<file path="src/rtl/uart_pkg.sv">
// rtl/uart_pkg.sv - shared UART frame constants, FSM state type and baud divisor helper
package uart_pkg;

    typedef enum logic [1:0] {
        IDLE  = 2'd0,
        START = 2'd1,
        DATA  = 2'd2,
        STOP  = 2'd3
    } state_t;

    localparam int DATA_BITS = 8;

    function automatic int clks_per_bit(input int clk_freq, input int baud);
        return clk_freq / baud;
    endfunction

endpackage

</file>
<file path="src/rtl/uart_baud_gen.sv">
// rtl/uart_baud_gen.sv - bit-period counter with enable/clear, tick on the last cycle of each bit
module uart_baud_gen
    import uart_pkg::*;
#(
    parameter int CLKS_PER_BIT = 434
) (
    input  logic clk,
    input  logic rst_n,
    input  logic en,
    input  logic clr,
    output logic tick
);

    localparam int CW = (CLKS_PER_BIT > 1) ? $clog2(CLKS_PER_BIT) : 1;
    localparam logic [CW-1:0] LAST = CW'(CLKS_PER_BIT - 1);

    logic [CW-1:0] count;

    assign tick = en && (count == LAST);

    // Held at zero while disabled so every bit period starts from a clean count.
    always_ff @(posedge clk) begin
        if (!rst_n) begin
            count <= '0;
        end else if (clr || !en || tick) begin
            count <= '0;
        end else begin
            count <= count + CW'(1);
        end
    end

endmodule

</file>
<file path="src/rtl/uart_tx.sv">
// rtl/uart_tx.sv - 8N1 UART transmitter with valid/ready byte input and registered tx line
module uart_tx
    import uart_pkg::*;
#(
    parameter int CLK_FREQ  = 50_000_000,
    parameter int BAUD_RATE = 115200
) (
    input  logic       clk,
    input  logic       rst_n,
    input  logic       tx_valid,
    input  logic [7:0] tx_data,
    output logic       tx_ready,
    output logic       tx,
    output logic       tx_busy,
    output logic       tx_done
);

    localparam int CLKS_PER_BIT = clks_per_bit(CLK_FREQ, BAUD_RATE);
    localparam int BW = $clog2(DATA_BITS);

    generate
        if (CLKS_PER_BIT < 2) begin : g_bad_baud
            $error("uart_tx: CLK_FREQ / BAUD_RATE must be at least 2");
        end
    endgenerate

    state_t                 state, state_next;
    logic [DATA_BITS-1:0]   shift_reg, shift_next;
    logic [BW-1:0]          bit_cnt, bit_cnt_next;
    logic                   tx_next;
    logic                   done_next;
    logic                   accept;
    logic                   baud_tick;

    assign accept   = (state == IDLE) && tx_valid;
    assign tx_ready = (state == IDLE);
    assign tx_busy  = (state != IDLE);

    uart_baud_gen #(
        .CLKS_PER_BIT(CLKS_PER_BIT)
    ) u_baud (
        .clk  (clk),
        .rst_n(rst_n),
        .en   (state != IDLE),
        .clr  (accept),
        .tick (baud_tick)
    );

    always_comb begin
        state_next   = state;
        shift_next   = shift_reg;
        bit_cnt_next = bit_cnt;
        done_next    = 1'b0;
        case (state)
            IDLE: begin
                if (accept) begin
                    shift_next   = tx_data;
                    bit_cnt_next = '0;
                    state_next   = START;
                end
            end
            START: begin
                if (baud_tick) state_next = DATA;
            end
            DATA: begin
                if (baud_tick) begin
                    shift_next   = shift_reg >> 1;
                    bit_cnt_next = bit_cnt + BW'(1);
                    if (bit_cnt == BW'(DATA_BITS - 1)) state_next = STOP;
                end
            end
            STOP: begin
                if (baud_tick) begin
                    state_next = IDLE;
                    done_next  = 1'b1;
                end
            end
            default: state_next = IDLE;
        endcase
    end

    // The line is registered from the next-state value so it changes on the same edge as the FSM.
    always_comb begin
        tx_next = 1'b1;
        case (state_next)
            START:   tx_next = 1'b0;
            DATA:    tx_next = shift_next[0];
            default: tx_next = 1'b1;
        endcase
    end

    always_ff @(posedge clk) begin
        if (!rst_n) begin
            state     <= IDLE;
            shift_reg <= '0;
            bit_cnt   <= '0;
            tx        <= 1'b1;
            tx_done   <= 1'b0;
        end else begin
            state     <= state_next;
            shift_reg <= shift_next;
            bit_cnt   <= bit_cnt_next;
            tx        <= tx_next;
            tx_done   <= done_next;
        end
    end

endmodule

</file>
<file path="config.mk">
export PLATFORM = sky130hd
export DESIGN_NAME = uart_tx
export DESIGN_NICKNAME = d
export VERILOG_FILES = /design/src/rtl/uart_pkg.sv /design/src/rtl/uart_baud_gen.sv /design/src/rtl/uart_tx.sv
export SDC_FILE = /design/constraint.sdc
export NUM_CORES = 1
export LEC_CHECK = 0
export CORE_MARGIN = 3
export CORE_UTILIZATION = 48
export DETAILED_ROUTE_END_ITERATION = 12
export PLACE_DENSITY = 0.85
export SLEW_MARGIN = 20
export SYNTH_ARGS = -nofsm -noshare
export SYNTH_HDL_FRONTEND = slang
export SYNTH_SLANG_ARGS = --single-unit
</file>
<file path="constraint.sdc">
create_clock -name clk -period 1.6 [get_ports clk]
set_clock_uncertainty 0.15 [all_clocks]
set_input_delay 0.4 -clock clk [delete_from_list [all_inputs] [get_ports clk]]
set_output_delay 0.4 -clock clk [all_outputs]
set_load 0.005 [all_outputs]
</file>
==> key figures <==
Drt
  • Drt pass-1 iters: 4
  • Overall routed net length: 2440 µm
  • Final ANT Viol Nets: 0
  • DRC Markers: 0
  • Avg Vias per Cell: 5.55
  • Starting DRT DRC Count: 14
  • DR WL/cell: 13.9 µm
  • DR vias: 976

Clocking
  • CTS tree: built
  • Clk buf depth: 2
  • Clock sink count: 24
  • Reg clk slew, reported paths: 0.12 ns
  • Clk Latency, worst-skew pair: 0.30 ns
  • Cts bufs inserted: 3
  • H-Tree Depth: 1
  • Root Buffer: clkbuf_4

Worst setup path
  • R2R depth: 6
  • Reg-to-Reg Start: u_baud.count[1]
  • Crit end category: primary output
  • Worst Path Required: 1.05 ns
  • Reg2Reg Setup Slack: 0 ns
  • Startpoint types: flip-flop
  • Critical path class: reg2out
  • R2r endpoint: bit_cnt[0]
  • Largest stage delay, worst path: 0.34 ns
  • CP Max Fanout: 3
  • CP cell instances: or2_4, inv_2, buf_2
  • Critical Path AT: 1.06 ns
  • CP max-delay cell: dfxtp_2

Finish
  • Area grow syn2layout: 28.1%
  • Largest register FFs: 9
  • Final-layout fill cell count: 184
  • Non-Filler Instances: 176
  • Post-route cell area: 0.00151 mm²
  • Fin util: 0.664
  • Nets: 165
  • Antenna diodes: 0
  • Layout cells sized above 1: 0.311

Timing
  • Hold Vio Cnt, Final: 0
  • Slew @ Worst Pin: 0.249 ns
  • Crit share post-route: 1.01
  • Hold WS: 0.319 ns
  • # setup viols final: 1
  • RSZ-0062 raised after global routing: true
  • Worst setup margin: -0.00858 ns
  • Max-Slew Margin vs Limit: 0.834
  • Fmax: 622 MHz
  • Max Slew Vio Count: 0
  • Tmin final: 1.61 ns

Yosys
  • Largest cells by area after synthesis: dfxtp_1 (41%), a21boi_1 (5.1%), a22oi_1 (4.5%)
  • Async SR Flop Fraction: 0
  • Synth top cells by count: dfxtp_1 (24), nand2_1 (14), nor2_1 (12), a21boi_1 (8), a22oi_1 (7)
  • Synth cell types: 38
  • EDFF count, synth: 0
  • Syn nets: 135
  • Area share of the largest cell type after synthesis: 0.407
  • Post-Syn Area per Cell: 9.83 µm²
  • Gate Count Post-Synth: 120
  • Yosys warns: 0
  • Ys flop type: dfxtp_1
  • Count leader, synth: dfxtp_1
  • Sequential fraction of the synthesis area: 0.407
  • Mapped Area: 0.00118 mm²
  • Register bit total from synthesis: 24
  • Synth area leader: dfxtp_1

Worst hold path
  • HP Start: shift_reg[4]
  • Min-Delay Path Class: reg2reg
  • Worst Hold Path Cells: 2
  • Hold endpoint: shift_reg[4]

GRT
  • Antenna violations before repair: 0
  • Vias in the first global route: 936
  • Largest net degree at the start of global routing: 18
  • First-pass GRT wire length: 4070 µm
  • Global route overflow: 0
  • Total track usage: 0.161

Pwr
  • Max VDD drop: 0.572 mV
  • P_leak: 0.577 nW
  • PD cells: 678 mW/mm²

Place
  • Inst Count DP: 170
  • DP Area: 0.00143 mm²
  • Final Wtd Congestion: 0.773
  • Post-DP HPWL: 1770 µm
  • Number of I/O port buffers: 14

Run status
  • Failing checks: setup timing
  • Status: finished with violations

Floorplanning
  • Die Y: 55.6 µm
  • Core Box Area: 0.00228 mm²
  • Initial core utilization: 0.518
  • Die Wd: 55.6 µm
  • Number of cell rows: 17
  • Die area: 0.00309 mm²
  • # IOs: 15

Flow run
  • Max_cap viols: 0
## per-layer routing
metal	up-vias	track usage	part of all wire
met1	479	0.184	0.42
li1	483	-	-
met2	12	0.296	0.54
met4	0	0.0313	0.0053
met5	-	0	0
met3	2	0.0464	0.032
## cells in the final DEF, fill, tap and decap left out, types with 4 or more instances in the layout
cell type,netlist,routed
dfxtp_1,24,20
buf_4,0,13
nand2_1,14,12
nor2_1,12,12
clkdlybuf4s50_1,0,9
a21boi_1,8,7
a22oi_1,7,6
xnor2_1,5,5
and2_1,4,4
dfxtp_2,0,4
## what timing repair did
item                                    4_1_cts  5_1_grt
endpoints found under the hold margin         0        0
gates cloned                                  0        0
hold buffers                                  0        0
buffers inserted                              0        3
resized for setup                            15       13
pin swaps                                     4       10
endpoints found under the setup margin       13       21
## power breakdown
| part | switching [mW] | internal [mW] | total, mW | leakage [nW] |
|---|---|---|---|---|
| clock | 0.165 | 0.0878 | 0.253 | 0.0138 |
| sequential | 0.00977 | 0.615 | 0.625 | 0.197 |
| combinational | 0.0582 | 0.0895 | 0.148 | 0.366 |
| total | 0.233 | 0.792 | 1.03 | 0.577 |
## how the worst max path moves through the flow
| stage | from | to |
|---|---|---|
| 2_1_floorplan | u_baud.count[1] | state[0] |
| 3_3_place_gp | tx_valid | bit_cnt[0] |
| 3_5_place_dp | tx_valid | shift_reg[7] |
| 4_1_cts | state[0] | tx_ready |
| 5_1_grt | u_baud.count[1] | bit_cnt[0] |
| 6_report | state[1] | tx_ready |
## critical path, delay by kind of cell, from the launching register on
| kind | cells | cell delay (ns) |
|---|---|---|
| flops | 1 | 0.34 |
| simple gates | 1 | 0.26 |
| buf+inv | 2 | 0.16 |
## stage by stage
stage                     total power, mW  worst slack [ns]  TNS [ns]
after detailed placement            0.774            -0.368     -3.68
after global placement              0.767            -0.325     -3.04
after floorplan                     0.708            0.0189         0
after global routing                 1.07           -0.0596    -0.422
after CTS                            1.02           -0.0988   -0.0988
final                                1.03          -0.00858  -0.00858
## cell type report
cell class              instances  area, µm²  share of cell area
flip-flops and latches         24        485               0.321
clock buffers                   3       22.5              0.0149
multi-input cells              89        688               0.455
inverters                       2       7.51             0.00497
well taps                      28       35.0              0.0232
repair buffers                 30        273               0.180
## kinds of logic (layout without fill, tap and decap cells)
family / Yosys count / in the layout / share of synthesized area
compound gates: 23 / 23 / 0.169
xor+xnor: 8 / 8 / 0.0594
fa+ha+maj: 4 / 4 / 0.0424
buf+inv: 7 / 35 / 0.0424
flops: 24 / 24 / 0.407
simple gates: 54 / 54 / 0.280
No activity file was read; power rests on OpenSTA's default activity.
